**src/rtl/microwave_pkg.sv**
```systemverilog
// Shared types and time arithmetic for the microwave cook controller.
package microwave_pkg;

   typedef enum logic [2:0] {
      IDLE   = 3'd0,
      ENTRY  = 3'd1,
      COOK   = 3'd2,
      PAUSED = 3'd3,
      DONE   = 3'd4
   } state_t;

   typedef logic [3:0] bcd_t;

   typedef struct packed {
      bcd_t second_min;
      bcd_t first_min;
      bcd_t second_sec;
      bcd_t first_sec;
   } cook_time_t;

   localparam int unsigned MAX_TOTAL_SEC = 5999;

   // Total seconds of a (possibly unnormalised) mm:ss entry; 99:99 still fits 13 bits.
   function automatic logic [12:0] bcd_to_sec(input cook_time_t t);
      int unsigned sum;
      sum = 32'd600 * 32'(t.second_min) + 32'd60 * 32'(t.first_min)
          + 32'd10 * 32'(t.second_sec) + 32'(t.first_sec);
      return 13'(sum);
   endfunction

   // Clamp to 99:59 and split back into digits with seconds tens <= 5.
   function automatic cook_time_t sec_to_bcd(input logic [12:0] sec);
      int unsigned total;
      int unsigned mins;
      int unsigned secs;
      cook_time_t  t;
      total = 32'(sec);
      if (total > MAX_TOTAL_SEC) total = MAX_TOTAL_SEC;
      mins = total / 32'd60;
      secs = total % 32'd60;
      t.second_min = 4'(mins / 32'd10);
      t.first_min  = 4'(mins % 32'd10);
      t.second_sec = 4'(secs / 32'd10);
      t.first_sec  = 4'(secs % 32'd10);
      return t;
   endfunction

   // One-second BCD decrement with borrow; caller guarantees a nonzero time.
   function automatic cook_time_t bcd_dec(input cook_time_t t);
      cook_time_t r;
      r = t;
      if (t.first_sec != 4'd0) begin
         r.first_sec = t.first_sec - 4'd1;
      end else begin
         r.first_sec = 4'd9;
         if (t.second_sec != 4'd0) begin
            r.second_sec = t.second_sec - 4'd1;
         end else begin
            r.second_sec = 4'd5;
            if (t.first_min != 4'd0) begin
               r.first_min = t.first_min - 4'd1;
            end else begin
               r.first_min  = 4'd9;
               r.second_min = t.second_min - 4'd1;
            end
         end
      end
      return r;
   endfunction

endpackage

```
**src/rtl/microwave_cook_controller_if.sv**
```systemverilog
// Front-panel inputs and display/power outputs of the cook controller.
interface microwave_cook_controller_if;
   logic       start_button;
   logic       stop_button;
   logic       door_open;
   logic       key_valid;
   logic [3:0] key_digit;
   logic [3:0] first_sec;
   logic [3:0] second_sec;
   logic [3:0] first_min;
   logic [3:0] second_min;
   logic       magnetron_on;
   logic       beep;
   logic [2:0] state;

   modport master (
      output start_button, stop_button, door_open, key_valid, key_digit,
      input  first_sec, second_sec, first_min, second_min, magnetron_on, beep, state
   );

   modport slave (
      input  start_button, stop_button, door_open, key_valid, key_digit,
      output first_sec, second_sec, first_min, second_min, magnetron_on, beep, state
   );
endinterface

```
**src/rtl/button_edge_sync.sv**
```systemverilog
// Single-flop synchroniser plus rising-edge detector for a level button.
module button_edge_sync (
   input  logic clk,
   input  logic reset,
   input  logic button,
   output logic pulse
);
   logic sync_q;
   logic prev_q;

   // Capture the raw level, then remember last cycle's synced value.
   always_ff @(posedge clk) begin
      if (reset) begin
         sync_q <= 1'b0;
         prev_q <= 1'b0;
      end else begin
         sync_q <= button;
         prev_q <= sync_q;
      end
   end

   assign pulse = sync_q & ~prev_q;
endmodule

```
**src/rtl/microwave_cook_controller.sv**
```systemverilog
// Cook sequencer: keypad entry, +30 s start, BCD countdown, pause, end beep.
module microwave_cook_controller
   import microwave_pkg::*;
#(
   parameter int unsigned CLK_HZ        = 50_000_000,
   parameter int unsigned QUICK_ADD_SEC = 30,
   parameter int unsigned BEEP_CYCLES   = 1000
) (
   input logic                         clk,
   input logic                         reset,
   microwave_cook_controller_if.slave  bus
);
   localparam int unsigned PRESC_W = (CLK_HZ > 1) ? $clog2(CLK_HZ) : 1;
   localparam int unsigned BEEP_W  = (BEEP_CYCLES > 1) ? $clog2(BEEP_CYCLES) : 1;

   state_t             state_q, state_n;
   cook_time_t         time_q, time_n;
   logic [PRESC_W-1:0] presc_q, presc_n;
   logic [BEEP_W-1:0]  beep_cnt_q, beep_cnt_n;
   logic               beep_q, beep_n;
   logic               magnetron_q;
   logic               door_sync;
   logic               start_edge;
   logic               stop_edge;
   logic               key_ok;
   logic               tick;
   logic [12:0]        total;
   cook_time_t         dec_time;
   cook_time_t         quick_time;

   button_edge_sync u_start_sync (
      .clk    (clk),
      .reset  (reset),
      .button (bus.start_button),
      .pulse  (start_edge)
   );

   button_edge_sync u_stop_sync (
      .clk    (clk),
      .reset  (reset),
      .button (bus.stop_button),
      .pulse  (stop_edge)
   );

   // Door switch is acted on as a synchronised level.
   always_ff @(posedge clk) begin
      if (reset) door_sync <= 1'b0;
      else       door_sync <= bus.door_open;
   end

   // State, time, prescaler and output registers.
   always_ff @(posedge clk) begin
      if (reset) begin
         state_q     <= IDLE;
         time_q      <= '0;
         presc_q     <= '0;
         beep_cnt_q  <= '0;
         beep_q      <= 1'b0;
         magnetron_q <= 1'b0;
      end else begin
         state_q     <= state_n;
         time_q      <= time_n;
         presc_q     <= presc_n;
         beep_cnt_q  <= beep_cnt_n;
         beep_q      <= beep_n;
         magnetron_q <= (state_n == COOK);
      end
   end

   // Next-state logic; each branch chain follows door > stop > start > key > tick.
   always_comb begin
      state_n    = state_q;
      time_n     = time_q;
      presc_n    = presc_q;
      beep_cnt_n = beep_cnt_q;
      beep_n     = beep_q;
      key_ok     = bus.key_valid && (bus.key_digit <= 4'd9);
      tick       = (presc_q == PRESC_W'(CLK_HZ - 1));
      total      = bcd_to_sec(time_q);
      dec_time   = bcd_dec(time_q);
      quick_time = sec_to_bcd(13'(QUICK_ADD_SEC));

      unique case (state_q)
         IDLE: begin
            if (stop_edge) begin
               time_n = '0;
            end else if (start_edge && !door_sync && total == 13'd0) begin
               state_n = COOK;
               time_n  = quick_time;
               presc_n = '0;
            end else if (key_ok) begin
               state_n = ENTRY;
               time_n  = cook_time_t'({time_q.first_min, time_q.second_sec,
                                       time_q.first_sec, bus.key_digit});
            end
         end
         ENTRY: begin
            if (stop_edge) begin
               state_n = IDLE;
               time_n  = '0;
            end else if (start_edge && !door_sync) begin
               state_n = COOK;
               time_n  = (total == 13'd0) ? quick_time : sec_to_bcd(total);
               presc_n = '0;
            end else if (key_ok) begin
               time_n  = cook_time_t'({time_q.first_min, time_q.second_sec,
                                       time_q.first_sec, bus.key_digit});
            end
         end
         COOK: begin
            if (door_sync || stop_edge) begin
               state_n = PAUSED;
            end else if (start_edge) begin
               time_n  = sec_to_bcd(total + 13'(QUICK_ADD_SEC));
               presc_n = '0;
            end else if (tick) begin
               presc_n = '0;
               time_n  = dec_time;
               if (dec_time == '0) begin
                  state_n    = DONE;
                  beep_n     = 1'b1;
                  beep_cnt_n = BEEP_W'(BEEP_CYCLES - 1);
               end
            end else begin
               presc_n = presc_q + 1'b1;
            end
         end
         PAUSED: begin
            if (stop_edge) begin
               state_n = IDLE;
               time_n  = '0;
            end else if (start_edge && !door_sync) begin
               state_n = COOK;
            end
         end
         DONE: begin
            if (door_sync || stop_edge || start_edge || bus.key_valid) begin
               state_n = IDLE;
               time_n  = '0;
               beep_n  = 1'b0;
            end else if (beep_cnt_q != '0) begin
               beep_cnt_n = beep_cnt_q - 1'b1;
            end else begin
               beep_n = 1'b0;
            end
         end
         default: begin
            state_n = IDLE;
            time_n  = '0;
            beep_n  = 1'b0;
         end
      endcase
   end

   assign bus.first_sec    = time_q.first_sec;
   assign bus.second_sec   = time_q.second_sec;
   assign bus.first_min    = time_q.first_min;
   assign bus.second_min   = time_q.second_min;
   assign bus.magnetron_on = magnetron_q;
   assign bus.beep         = beep_q;
   assign bus.state        = state_q;
endmodule

```
**src/flat_wrapper.sv**
```systemverilog
// flat-port wrapper written by rule: the top's interface ports become plain ports
module microwave_cook_controller_flat import microwave_pkg::*;
#(
   parameter int unsigned CLK_HZ        = 50_000_000,
   parameter int unsigned QUICK_ADD_SEC = 30,
   parameter int unsigned BEEP_CYCLES   = 1000
)
  (clk, reset, bus_start_button, bus_stop_button, bus_door_open, bus_key_valid, bus_key_digit, bus_first_sec, bus_second_sec, bus_first_min, bus_second_min, bus_magnetron_on, bus_beep, bus_state);
  microwave_cook_controller_if bus_i ();
  input logic clk;
  input logic reset;
  input wire logic [$bits(bus_i.start_button)-1:0] bus_start_button;
  input wire logic [$bits(bus_i.stop_button)-1:0] bus_stop_button;
  input wire logic [$bits(bus_i.door_open)-1:0] bus_door_open;
  input wire logic [$bits(bus_i.key_valid)-1:0] bus_key_valid;
  input wire logic [$bits(bus_i.key_digit)-1:0] bus_key_digit;
  output wire logic [$bits(bus_i.first_sec)-1:0] bus_first_sec;
  output wire logic [$bits(bus_i.second_sec)-1:0] bus_second_sec;
  output wire logic [$bits(bus_i.first_min)-1:0] bus_first_min;
  output wire logic [$bits(bus_i.second_min)-1:0] bus_second_min;
  output wire logic [$bits(bus_i.magnetron_on)-1:0] bus_magnetron_on;
  output wire logic [$bits(bus_i.beep)-1:0] bus_beep;
  output wire logic [$bits(bus_i.state)-1:0] bus_state;
  assign bus_i.start_button = bus_start_button;
  assign bus_i.stop_button = bus_stop_button;
  assign bus_i.door_open = bus_door_open;
  assign bus_i.key_valid = bus_key_valid;
  assign bus_i.key_digit = bus_key_digit;
  assign bus_first_sec = bus_i.first_sec;
  assign bus_second_sec = bus_i.second_sec;
  assign bus_first_min = bus_i.first_min;
  assign bus_second_min = bus_i.second_min;
  assign bus_magnetron_on = bus_i.magnetron_on;
  assign bus_beep = bus_i.beep;
  assign bus_state = bus_i.state;
  microwave_cook_controller #(.CLK_HZ(CLK_HZ), .QUICK_ADD_SEC(QUICK_ADD_SEC), .BEEP_CYCLES(BEEP_CYCLES)) u_core (.clk(clk), .reset(reset), .bus(bus_i));
endmodule
```
**config.mk**
```make
export PLATFORM = sky130hd
export DESIGN_NAME = microwave_cook_controller_flat
export DESIGN_NICKNAME = d
export VERILOG_FILES = /design/src/rtl/microwave_pkg.sv /design/src/rtl/microwave_cook_controller_if.sv /design/src/rtl/button_edge_sync.sv /design/src/rtl/microwave_cook_controller.sv /design/src/flat_wrapper.sv
export SDC_FILE = /design/constraint.sdc
export NUM_CORES = 1
export LEC_CHECK = 0
export ABC_AREA = 1
export ABC_CLOCK_PERIOD_IN_PS = 10100
export BUFFER_PORTS_ARGS = -buffer_cell sky130_fd_sc_hd__buf_2
export CAP_MARGIN = 30
export CORE_ASPECT_RATIO = 1.25
export CORE_UTILIZATION = 50
export DETAILED_ROUTE_END_ITERATION = 12
export MAX_ROUTING_LAYER = met4
export PLACE_DENSITY_LB_ADDON = 0.12
export SYNTH_ARGS = -nofsm -noshare
export SYNTH_HDL_FRONTEND = slang
export SYNTH_SLANG_ARGS = --single-unit
```
**constraint.sdc**
```tcl
create_clock -name clk -period 10.1 [get_ports clk]
set_clock_uncertainty 0.15 [all_clocks]
set_input_delay 1.515 -clock clk [delete_from_list [all_inputs] [get_ports clk]]
set_output_delay 1.515 -clock clk [all_outputs]
set_load 0.05 [all_outputs]
```
# Word level (Yosys, flattened, before mapping)
# Index checks and enable logic that the tools add are counted.
[word_totals] reg_bits=62 inputBits=10 elab_cells=148
[op_classes] n_addsub=10 multipliers=3 div=12 n_lt_le_gt_ge=3 eq_ne=20 muxes=59 n_bitwise=5 reduce_logical=22
[ops] cell="2-to-1 mux 32 bit" n=6
[ops] cell="2-to-1 mux 26 bit" n=7
[ops] cell="2-to-1 mux 16 bit" n=11
[ops] cell="divider 32 x 4 -> 32 bit (second input constant)" n=4
[ops] cell="modulo 32 x 4 -> 32 bit (second input constant)" n=4
[ops] cell="case mux 16 bit (5 select lines)" n=1
[ops] cell="case mux 26 bit (3 select lines)" n=1
[ops] cell="divider 32 x 6 -> 32 bit (second input constant)" n=2
[ops] cell="modulo 32 x 6 -> 32 bit (second input constant)" n=2
[ops] cell="2-to-1 mux 10 bit" n=6
[ops] cell="2-to-1 mux 3 bit" n=10
[ops] cell="adder 26 x 1 -> 26 bit (second input constant)" n=1
[ops] cell="== test 26 bit (second input constant)" n=1
[ops] cell="greater-than comparator 13 bit (second input constant)" n=2
[ops] cell="2-to-1 mux 13 bit" n=2
[ops] cell="case mux 10 bit (2 select lines)" n=1
[ops] cell="zero test 16 bit" n=1
[ops] cell="2-to-1 mux 4 bit" n=4
[ops] cell="subtractor 4 x 1 -> 4 bit (second input constant)" n=4
[ops] cell="inequality test 2 x 1 -> 1 bit (second input constant)" n=7
[ops] cell="adder 13 x 10 -> 13 bit" n=1
[ops] cell="adder 13 x 4 -> 13 bit" n=1
[ops] cell="adder 13 x 5 -> 13 bit (second input constant)" n=1
[ops] cell="adder 13 x 8 -> 13 bit" n=1
[ops] cell="other kinds (32)" n=53

# Logic depth before layout (Yosys ltp)
# Gate-level depths: netlist of run 1.
[logic_depth] word_depth=15 mapped_depth=70 depth_no_buf=70

# Cells and area by module
# A second synthesis of run 1 with hierarchy kept.
[unflattened] cells_unflattened=1461 area_unflattened_um2=8853.5
[modules_own_cells] module="microwave_cook_controller" instances=1 cells_each=1447 area_each_um2=8735.9 seq_area_each_um2=1161.1
[modules_own_cells] module="button_edge_sync" instances=2 cells_each=7 area_each_um2=58.8 seq_area_each_um2=40.0

# Least setup slack after synthesis of run 1
# No wires, ideal clock.
[synth_path] path_type="reg-to-reg" startpoint="register u_core.time_q, in the netlist u_core.bus.first_min[2]" endpoint="register u_core.time_q, in the netlist u_core.bus.first_sec[2]" setup_time_ns=0.132 arrival_time_ns=7.918 t_required_ns=9.818 setup_slack_ns=1.900 stages_incl_launch_ff=53 synth_period_minus_slack_ns=8.200 cell_sequence="dfxtp_1 > fa_1 > fa_1 > inv_1 > fa_1 > o211ai_1 > xor2_1 > ha_1 > ha_1 > ha_1 > a21oi_1 > nand4_1 > nand2_4 > nand3_4 > o21ai_2 > nand2_2 > nand2_2 > nand4_4 > [... 17 more ...] > nand2_1 > nor2_1 > nand2_4 > nand3_2 > nand2_2 > nor2_1 > nand2_2 > nand2_2 > nand2_2 > and2_1 > ha_1 > nand2_1 > nand2_1 > nand2_1 > a21oi_1 > nand2_1 > nand2_1 > a21oi_2"
[synth_between] elab_chain_len=15 elab_cells_between_ends=29 classes_between="4 x add/sub; 1 x mul; 4 x div; 2 x order compare; 16 x mux; 2 x reduce/logical"
[synth_rtl] element="start: declaration" line="microwave_cook_controller.sv:17" rtl="cook_time_t time_q, time_n;"
[synth_rtl] element="start signal: assignment" line="microwave_cook_controller.sv:62" rtl="time_q <= time_n;"
[synth_rtl] element="multiplier 4 x 4 -> 8 bit (*)" line="microwave_pkg.sv:26" rtl="sum = 32'd600 * 32'(t.second_min) + 32'd60 * 32'(t.first_min)"
[synth_rtl] element="adder 13 x 10 -> 13 bit (*)" line="microwave_pkg.sv:26"
[synth_rtl] element="adder 13 x 8 -> 13 bit (*)" line="microwave_pkg.sv:27" rtl="+ 32'd10 * 32'(t.second_sec) + 32'(t.first_sec);"
[synth_rtl] element="adder 13 x 4 -> 13 bit (*)" line="microwave_pkg.sv:27"
[synth_rtl] element="adder 13 x 5 -> 13 bit / greater-than comparator 13 bit (equally long branches)" line="microwave_cook_controller.sv:114, microwave_pkg.sv:38"
[synth_rtl] element="greater-than comparator 13 bit / 2-to-1 mux 13 bit (equally long branches)" line="microwave_pkg.sv:38" rtl="if (total > MAX_TOTAL_SEC) total = MAX_TOTAL_SEC;"
[synth_rtl] element="2-to-1 mux 13 bit / 2-to-1 mux 32 bit (equally long branches)" line="microwave_pkg.sv:38, microwave_cook_controller.sv:101"
[synth_rtl] element="2-to-1 mux 32 bit, on equally long branches" line="microwave_cook_controller.sv:113, microwave_cook_controller.sv:98"
[synth_rtl] element="2-to-1 mux 32 bit, on equally long branches" line="microwave_cook_controller.sv:111, microwave_cook_controller.sv:83"
[synth_rtl] element="2-to-1 mux 32 bit / modulo 32 x 6 -> 32 bit (equally long branches)" line="microwave_cook_controller.sv:83, microwave_pkg.sv:40"
[synth_rtl] element="modulo 32 x 6 -> 32 bit / modulo 32 x 4 -> 32 bit (equally long branches)" line="microwave_pkg.sv:40, microwave_pkg.sv:44"
[synth_rtl] element="modulo 32 x 4 -> 32 bit / 2-to-1 mux 16 bit (equally long branches)" line="microwave_pkg.sv:44, microwave_cook_controller.sv:103"
[synth_rtl] element="2-to-1 mux 16 bit, on equally long branches" line="microwave_cook_controller.sv:113, microwave_cook_controller.sv:101"
[synth_rtl] element="2-to-1 mux 16 bit, on equally long branches" line="microwave_cook_controller.sv:111, microwave_cook_controller.sv:98"
[synth_rtl] element="case mux 16 bit (5 select lines) (*)" line="microwave_cook_controller.sv:83" rtl="unique case (state_q)"
# Mark *: on every way between the ends. The rest lies on a longest branch, timed or not. The select of a mux whose other input is x is not followed.
# A chain may end at the register's enable or synchronous reset.

# Worst setup path in the final report of run 1
[layout_path] startpoint="register u_core.time_q, in the netlist u_core.bus.first_min[1]" endpoint="register u_core.time_q, in the netlist u_core.bus.first_min[3]"
[layout_between] elab_chain_len=15 elab_cells_between_ends=35 classes_between="5 x add/sub; 1 x mul; 4 x div; 2 x order compare; 20 x mux; 3 x reduce/logical"
[layout_rtl] element="multiplier 4 x 4 -> 8 bit" line="microwave_pkg.sv:26"
[layout_rtl] element="adder 13 x 10 -> 13 bit" line="microwave_pkg.sv:26"
[layout_rtl] element="adder 13 x 8 -> 13 bit" line="microwave_pkg.sv:27"
[layout_rtl] element="adder 13 x 4 -> 13 bit" line="microwave_pkg.sv:27"
[layout_rtl] element="adder 13 x 5 -> 13 bit / greater-than comparator 13 bit (equally long branches)" line="microwave_cook_controller.sv:114, microwave_pkg.sv:38"
[layout_rtl] element="greater-than comparator 13 bit / 2-to-1 mux 13 bit (equally long branches)" line="microwave_pkg.sv:38"
[layout_rtl] element="2-to-1 mux 13 bit / 2-to-1 mux 32 bit (equally long branches)" line="microwave_pkg.sv:38, microwave_cook_controller.sv:101"
[layout_rtl] element="2-to-1 mux 32 bit, on equally long branches" line="microwave_cook_controller.sv:113, microwave_cook_controller.sv:98"
[layout_rtl] element="2-to-1 mux 32 bit, on equally long branches" line="microwave_cook_controller.sv:111, microwave_cook_controller.sv:83"
[layout_rtl] element="2-to-1 mux 32 bit / divider 32 x 6 -> 32 bit (equally long branches)" line="microwave_cook_controller.sv:83, microwave_pkg.sv:39"
[layout_rtl] element="divider 32 x 6 -> 32 bit / modulo 32 x 4 -> 32 bit (equally long branches)" line="microwave_pkg.sv:39, microwave_pkg.sv:42"
[layout_rtl] element="modulo 32 x 4 -> 32 bit / 2-to-1 mux 16 bit (equally long branches)" line="microwave_pkg.sv:42, microwave_cook_controller.sv:103"
[layout_rtl] element="2-to-1 mux 16 bit, on equally long branches" line="microwave_cook_controller.sv:113, microwave_cook_controller.sv:101"
[layout_rtl] element="2-to-1 mux 16 bit, on equally long branches" line="microwave_cook_controller.sv:111, microwave_cook_controller.sv:98"
[layout_rtl] element="case mux 16 bit (5 select lines) (*)" line="microwave_cook_controller.sv:83"
# Marks and branches as above.

==> impl_metrics.ini, run 1 <==
[synthesis]
synth_area_um2 = 8800
yosys.cell_count.top_type = nand2_1
yosys.area.top_type_share_pct = 15.8
syn-num-nets = 1546
ys_warn_count = 0
synth-seq-cells = 62
synth_top_area_cell = nand2_1
synthArstFlopShare_pct = 0
synthTopCellsByCount = 371 x nand2_1, 213 x inv_1, 131 x nor2_1, 91 x nand3_1, 79 x a21oi_1
avgSynthCellArea_um2 = 6.05
synth_area_leaders = nand2_1 16%, dfxtp_1 14%, ha_1 9.7%, inv_1 9.1%, nor2_1 5.6%
synth-seq-area-share_pct = 14.1
yosysUniqueCellTypes = 58
synth_flop_cell = dfxtp_1
synth_enable_flop_cells = 0
syn_inst = 1454

[critical_path]
worstPathArrival_ns = 8.99
critical_path_depth = 56
cp_common_cell = nand2_1
critPathLaunchType = register
critical_path_buf_inv_count = 6
end_kind = register
crit_family = simple AND/OR/NAND/NOR gates
cpMaxStageDelayCell = dfxtp_1
worstRegToRegCells = 56
cp_slowest_stage_delay_ns = 0.57
worst-path-max-fanout = 9
crit_type = reg -> reg
worstPathRequired_ns = 10.14

[final_layout]
seq_area_um2 = 1240
drive_gt1_share_pct = 14.4
multiInputGateArea_um2 = 6550
fillers = 1799
syn_to_final_growth_pct = 8.05
finalInstanceArea_um2 = 9510
final_nets = 1574
diodes = 0

[timing]
layout_min_cycle_time_ns = 8.95
timing.final.ws_setup_ns = 1.15
fin_crit_sh_pct = 88.6
slew_violations = 0
worst_slew_pin_slew_ns = 0.954
setup_viol = 0
slew_headroom_pct = 36.3
final.setup.tns_ns = 0
hold_violations = 0
fmax_mhz = 112
rsz0062_at_grt = no

[cts]
clk_latency_ns = 0.34
cts_root_buf = clkbuf_16
cts_resized = 0
cts_sinks = 62
postCtsSetupBuffers = 0
cts_tree = yes
clk_path_buf_depth = 2
holdBufCountCts = 0
cts_buffers = 9
clk_pin_slew_ns = 0.06
cts_max_level = 3

[run_status]
status = complete, no violations

[floorplan]
die_y_um = 150
rows = 53
ios = 31
dieWidth_um = 121
core_area_um2 = 17000
start_util_pct = 51.6
dieArea_um2 = 18100

[route]
antenna_left = 0
routed_via_density = 5.38
vias = 9189
wire_per_inst_um = 13.9
wl_mm = 23.8
drtIter0Drc = 613
route.detailed.drc = 0
dr.pass1.iters = 5

[worst_hold_path]
hp-class = reg -> reg
hold_depth = 2

[placed_design]
numPortBuffers = 30
gp_congestion = 0.969
place_ws_ns = 1.24
dpl.hpwl_mm = 19.0
placed_cell_area_um2 = 9190

[global_route]
grt_pass1_vias = 8531
grt_max_degree = 33
grt_pass1_wl_mm = 39.3
track_usage_pct = 27.6
antenna_found_initial = 0
gr-total-overflow = 0

[run]
max-cap-violations = 0
layout by cell type, fill, tap and decap left out, types with 17 or more instances in the layout:
master | Yosys | final
ha_1 | 68 | 68
nand2_2 | 58 | 58
nand2_1 | 371 | 371
nand3_1 | 91 | 91
inv_1 | 213 | 213
nand3_2 | 23 | 23
buf_2 | 3 | 30
o21ai_0 | 68 | 68
dfxtp_1 | 62 | 62
nand4_1 | 33 | 33
nor3_1 | 19 | 19
o21ai_1 | 17 | 17
a21oi_1 | 79 | 79
nor2_1 | 131 | 131
inv_2 | 31 | 31
per-stage QoR:
step	util [%]	hold slack (ns)	std cells
5_1_grt	55.8	0.293	1707
3_3_place_gp	53.9	0.275	1691
4_1_cts	55.8	0.280	1707
3_5_place_dp	53.9	0.278	1691
6_report	55.8	0.287	1707
2_1_floorplan	-	0.261	1454
registers in the layout, summed over array words and instances, names as in the netlist:
signal	flops
u_core.bus.first_sec	4
u_core.u_start_sync.sync_q	1
u_core.bus.second_sec	4
u_core.u_stop_sync.prev_q	1
u_core.door_sync	1
u_core.bus.state	3
u_core.beep_cnt_q	10
u_core.bus.second_min	4
u_core.presc_q	26
u_core.bus.first_min	4
u_core.bus.beep	1
u_core.u_start_sync.prev_q	1
u_core.bus.magnetron_on	1
u_core.u_stop_sync.sync_q	1
tightest hold or removal path: stages, from the launching register on:
cell and delay, ns:
dfxtp_1 0.30, inv_1 0.06, nor2_1 0.04
worst paths after layout:
path	start	end	slack, ns
setup / recovery	u_core.bus.first_min[1]	u_core.bus.first_min[3]	1.15
hold / removal	u_core.u_start_sync.sync_q	u_core.u_start_sync.prev_q	0.29
setup reg to reg	u_core.bus.first_min[1]	u_core.bus.first_min[3]	1.15
hold reg to reg	u_core.u_start_sync.sync_q	u_core.u_start_sync.prev_q	0.29
cell families after synthesis:
logic type	after synthesis	synth area share, %
and+or+nand+nor	775	41.9
buffers and inverters	267	11.5
AOI/OAI and AO/OA	241	16.7
adders and majority gates	82	12.9
DFF	62	14.1
xor gates and xnor gates	24	2.47
muxes	3	0.341
metal layers:
metal  track usage [%]  routed length [um]
met1              31.0               10100
met2              50.1               12000
met4              10.8                 840
met5                 -                   0
met3              2.88                 864
area by class of cell:
class | count | share of cell area, %
repair buffers | 34 | 1.89
clock inverters | 7 | 1.03
inverters | 250 | 9.87
clock buffers | 9 | 2.37
flip-flops and latches | 62 | 13.1
multi-input cells | 1125 | 68.9
well taps | 220 | 2.90
Power of run 1 is not shown: default switching activity piles up to over one toggle a cycle in this logic, so the estimate is an artifact.
==> run 2, diff against run 1 <==
PLACE_DENSITY = 0.78   (was default)
PLACE_DENSITY_LB_ADDON = default   (was 0.12)
==> run 2 against run 1 <==
  * Die area did not move
  * Critical path depth fell by 2
  * Utilization fell by 0.25 points
  * Final cell count barely moved
  * Wire length shrank 4.5%
  * Flip-flop and latch count unchanged
  * Cell area fell by 0.45%
  * Setup slack worse by 0.037 ns
  * Sequential share of layout area grew 0.059 points
  * Via count rose by 1.4%
==> impl_metrics.ini, run 2 (synthesis gave the netlist of run 1 again) <==
[global_route]
track_usage_pct = 26.4
grt_pass1_wl_mm = 38.2
grt_pass1_vias = 8691
grt_max_degree = 33
antenna_found_initial = 0
gr-total-overflow = 0

[final_layout]
drive_gt1_share_pct = 14.2
top_register = u_core.presc_q
top_regs = u_core.presc_q: 26 flops, u_core.beep_cnt_q: 10 flops
instances_no_fill = 1708
final_nets = 1575
final_cell_mix = 371 x nand2_1, 213 x inv_1, 131 x nor2_1
diodes = 0
fillers = 1661
final_common_cell = nand2_1
largest_reg_flops = 26
syn_to_final_growth_pct = 7.56

[critical_path]
worstPathArrival_ns = 9.02
critPathLaunchType = register
cpMaxStageDelayCell = dfxtp_1
rrSetupSlack_ns = 1.12
worstPathRequired_ns = 10.14
end_kind = register
crit_family = simple AND/OR/NAND/NOR gates
critical_path_buf_inv_count = 5
cp_slowest_stage_delay_ns = 0.57
worstRegToRegCells = 54
critical_path_depth = 54
crit_type = reg -> reg
cp_common_cell = nand2_1
worst-path-max-fanout = 9

[timing]
fin_crit_sh_pct = 88.9
rsz0062_at_grt = no
worst_slew_pin_slew_ns = 0.924
setup_viol = 0
fmax_mhz = 111
slew_headroom_pct = 38.3
hold_violations = 0
slew_violations = 0
final.setup.tns_ns = 0
layout_min_cycle_time_ns = 8.98

[cts]
cts_max_level = 3
cts_buffers = 9
clk_pin_slew_ns = 0.05
cts_root_buf = clkbuf_16
holdBufCountCts = 0
cts_resized = 0
postCtsSetupBuffers = 0
clk_path_buf_depth = 2
cts_tree = yes
cts_sinks = 62
clk_latency_ns = 0.34

[run_status]
status = complete, no violations

[route]
drtIter0Drc = 606
wire_per_inst_um = 13.3
route.detailed.drc = 0
vias = 9322
wl_mm = 22.7
routed_via_density = 5.46
dr.pass1.iters = 5
antenna_left = 0

[placed_design]
numPortBuffers = 30
dpl.hpwl_mm = 18.3
gp_congestion = 0.939
dp_cells = 1692

[floorplan]
start_util_pct = 51.6
dieWidth_um = 121
ios = 31
dieArea_um2 = 18100
rows = 53
core_area_um2 = 17000
die_y_um = 150

[run]
max-cap-violations = 0

[worst_hold_path]
hold_depth = 2
hp-class = reg -> reg
## run 2: cell types whose count changed in the layout (fill, tap and decap cells not counted), sizes merged
cell      delta
buf          +1
bufinv       -2
clkbuf       +4
clkinvlp     -1
inv          -1
## run 2: worst min-delay path: stages, from the launching register on
cell and delay, ns:
dfxtp_1 0.30, inv_1 0.07, nor2_1 0.04
## run 2: worst paths after layout
| check | startpoint | end |
|---|---|---|
| hold / removal | u_core.u_stop_sync.sync_q | u_core.u_stop_sync.prev_q |
| hold reg to reg | u_core.u_stop_sync.sync_q | u_core.u_stop_sync.prev_q |
| setup reg to reg | u_core.bus.first_min[1] | u_core.bus.first_min[3] |
| setup / recovery | u_core.bus.first_min[1] | u_core.bus.first_min[3] |
## run 2: cell type report
cell class / instances / area (um^2) / area share (%)
multi-input cells: 1125 / 6540 / 69.1
flip-flops and latches: 62 / 1240 / 13.1
inverters: 250 / 938 / 9.91
well taps: 220 / 275 / 2.91
clock buffers: 13 / 260 / 2.75
repair buffers: 35 / 188 / 1.98
clock inverters: 3 / 18.8 / 0.198
## run 2: per-layer routing
| layer | share of wire (%) | vias up | GRT usage, % |
|---|---|---|---|
| li1 | - | 4792 | - |
| met1 | 41 | 4244 | 28.4 |
| met2 | 51 | 221 | 48.6 |
| met3 | 3.5 | 65 | 2.42 |
| met4 | 4.2 | 0 | 12.6 |
| met5 | 0 | - | - |
## run 2: through the flow
step | hold slack [ns] | util, % | area (um^2) | setup WS (ns)
4_1_cts | 0.291 | 55.5 | 9470 | 1.21
6_report | 0.293 | 55.5 | 9470 | 1.12
5_1_grt | 0.321 | 55.5 | 9470 | 0.286
2_1_floorplan | 0.261 | - | 8800 | 1.90
3_3_place_gp | 0.282 | 53.9 | 9190 | 1.45
3_5_place_dp | 0.285 | 53.9 | 9190 | 1.24
Power of run 2 is left out for the same reason.
==> run 3, diff against run 2 <==
CTS_BUF_LIST = sky130_fd_sc_hd__clkbuf_2 sky130_fd_sc_hd__clkbuf_4 sky130_fd_sc_hd__clkbuf_8   (was default)
==> run 3 against run 2 <==
  * Setup slack improved by 0.020 ns
  * Wire length shrank 0.55%
  * First-iteration DRC count up 7.6%
  * Cell area fell by 0.99%
  * Via count fell by 0.57%
  * Non-clock buffer count did not move
  * Die area is the same
  * Global-route usage fell by 0.073 points
  * Flip-flop and latch count unchanged
  * Critical path depth unchanged
  * Final cell count is the same
  * Fmax rose by 0.23%
  * Highest routed layer unchanged
==> impl_metrics.ini, run 3 (synthesis gave the netlist of run 1 again) <==
[run_status]
status = complete, no violations

[floorplan]
rows = 53
start_util_pct = 51.6
dieWidth_um = 121
ios = 31
die_y_um = 150
core_area_um2 = 17000
dieArea_um2 = 18100

[timing]
final.setup.tns_ns = 0
worst_slew_pin_slew_ns = 0.928
rsz0062_at_grt = no
fin_crit_sh_pct = 88.7
hold_violations = 0
slew_headroom_pct = 38.0
setup_viol = 0
layout_min_cycle_time_ns = 8.96
fmax_mhz = 112
slew_violations = 0

[final_layout]
top_register = u_core.presc_q
fillers = 1675
drive_gt1_share_pct = 14.4
diodes = 0
top_regs = u_core.presc_q: 26 flops, u_core.beep_cnt_q: 10 flops
finalInstanceArea_um2 = 9370
syn_to_final_growth_pct = 6.50
final_cell_mix = 371 x nand2_1, 213 x inv_1, 131 x nor2_1
multiInputGateArea_um2 = 6540
largest_reg_flops = 26
final_common_cell = nand2_1
seq_area_um2 = 1240
final_nets = 1575

[critical_path]
r2r-end = u_core.bus.first_min[3]
cp_common_cell = nand2_1
rrSetupSlack_ns = 1.14
worstPathRequired_ns = 10.16
critPathLaunchType = register
worstRegToRegCells = 54
cp_slowest_stage_delay_ns = 0.58
cpMaxStageDelayCell = dfxtp_1
rr_startpoint = u_core.bus.first_min[1]
worst-path-max-fanout = 9
crit_type = reg -> reg
worstPathArrival_ns = 9.02
end_kind = register

[global_route]
grt_pass1_vias = 8636
track_usage_pct = 26.4
antenna_found_initial = 0
grt_max_degree = 33
gr-total-overflow = 0
grt_pass1_wl_mm = 38.2

[worst_hold_path]
hp-class = reg -> reg
whs_endpoint = u_core.u_stop_sync.prev_q
min_from = u_core.u_stop_sync.sync_q
hold_depth = 2

[cts]
cts_sinks = 62
cts_root_buf = clkbuf_8
cts_buffers = 9
clk_pin_slew_ns = 0.07
clk_path_buf_depth = 2
cts_tree = yes
postCtsSetupBuffers = 0
cts_resized = 0
holdBufCountCts = 0
clk_latency_ns = 0.35
cts_max_level = 3

[route]
wl_mm = 22.6
wire_per_inst_um = 13.2
antenna_left = 0
routed_via_density = 5.43
drtIter0Drc = 652
vias = 9269
route.detailed.drc = 0
dr.pass1.iters = 8

[placed_design]
gp_congestion = 0.939
placed_cell_area_um2 = 9190
numPortBuffers = 30
dpl.hpwl_mm = 18.3

[run]
max-cap-violations = 0
run 3: cell types whose count changed in the layout (fill, tap and decap cells not counted):
cell       before  now
clkbuf_16       9    0
clkbuf_4        0    2
clkbuf_1        2    0
clkbuf_8        2   11
run 3: worst max path at each step:
stage | startpoint | endpoint | slack [ns] | cells after the start
floorplan | u_core.bus.first_min[2] | u_core.bus.first_sec[2] | 1.90 | 52
global placement | u_core.bus.first_min[1] | u_core.bus.first_min[3] | 1.45 | 54
detailed placement | u_core.bus.first_min[1] | u_core.bus.first_min[3] | 1.24 | 54
CTS | u_core.bus.first_min[1] | u_core.bus.first_min[3] | 1.20 | 54
global route | u_core.bus.first_min[1] | u_core.bus.first_min[3] | 0.28 | 56
finish | u_core.bus.first_min[1] | u_core.bus.first_min[3] | 1.14 | 54
run 3: layout make-up:
| class | instances | area share (%) |
|---|---|---|
| multi-input combinational | 1125 | 69.8 |
| clock inverter | 3 | 0.200 |
| inverter | 250 | 10.0 |
| tap | 220 | 2.94 |
| timing repair buffer | 35 | 2.00 |
| sequential | 62 | 13.2 |
| clock buffer | 13 | 1.78 |
run 3: routing by layer:
metal / wire [um] / vias to the layer above / GRT usage, %
met2: 11600 / 228 / 48.8
met4: 918 / 0 / 11.8
li1: - / 4789 / -
met1: 9230 / 4188 / 28.7
met3: 829 / 64 / 1.89
met5: 0 / - / -
run 3: worst max-delay path, delay by kind of cell (launching register included):
family / cells / cell delay, ns
buffers and inverters: 5 / 0.30
DFF: 1 / 0.58
AOI/OAI and AO/OA: 8 / 1.43
and+or+nand+nor: 32 / 3.39
xor gates and xnor gates: 2 / 0.34
adders and majority gates: 7 / 2.62
run 3: per-stage QoR:
stage                     std cells  setup slack (ns)  hold slack, ns  util, %
final                          1708              1.14           0.289     55.0
after CTS                      1708              1.20           0.286     55.0
after global routing           1708             0.284           0.319     55.0
after global placement         1692              1.45           0.282     53.9
after floorplan                1454              1.90           0.261        -
after detailed placement       1692              1.24           0.285     53.9
Power of run 3 is left out for the same reason.
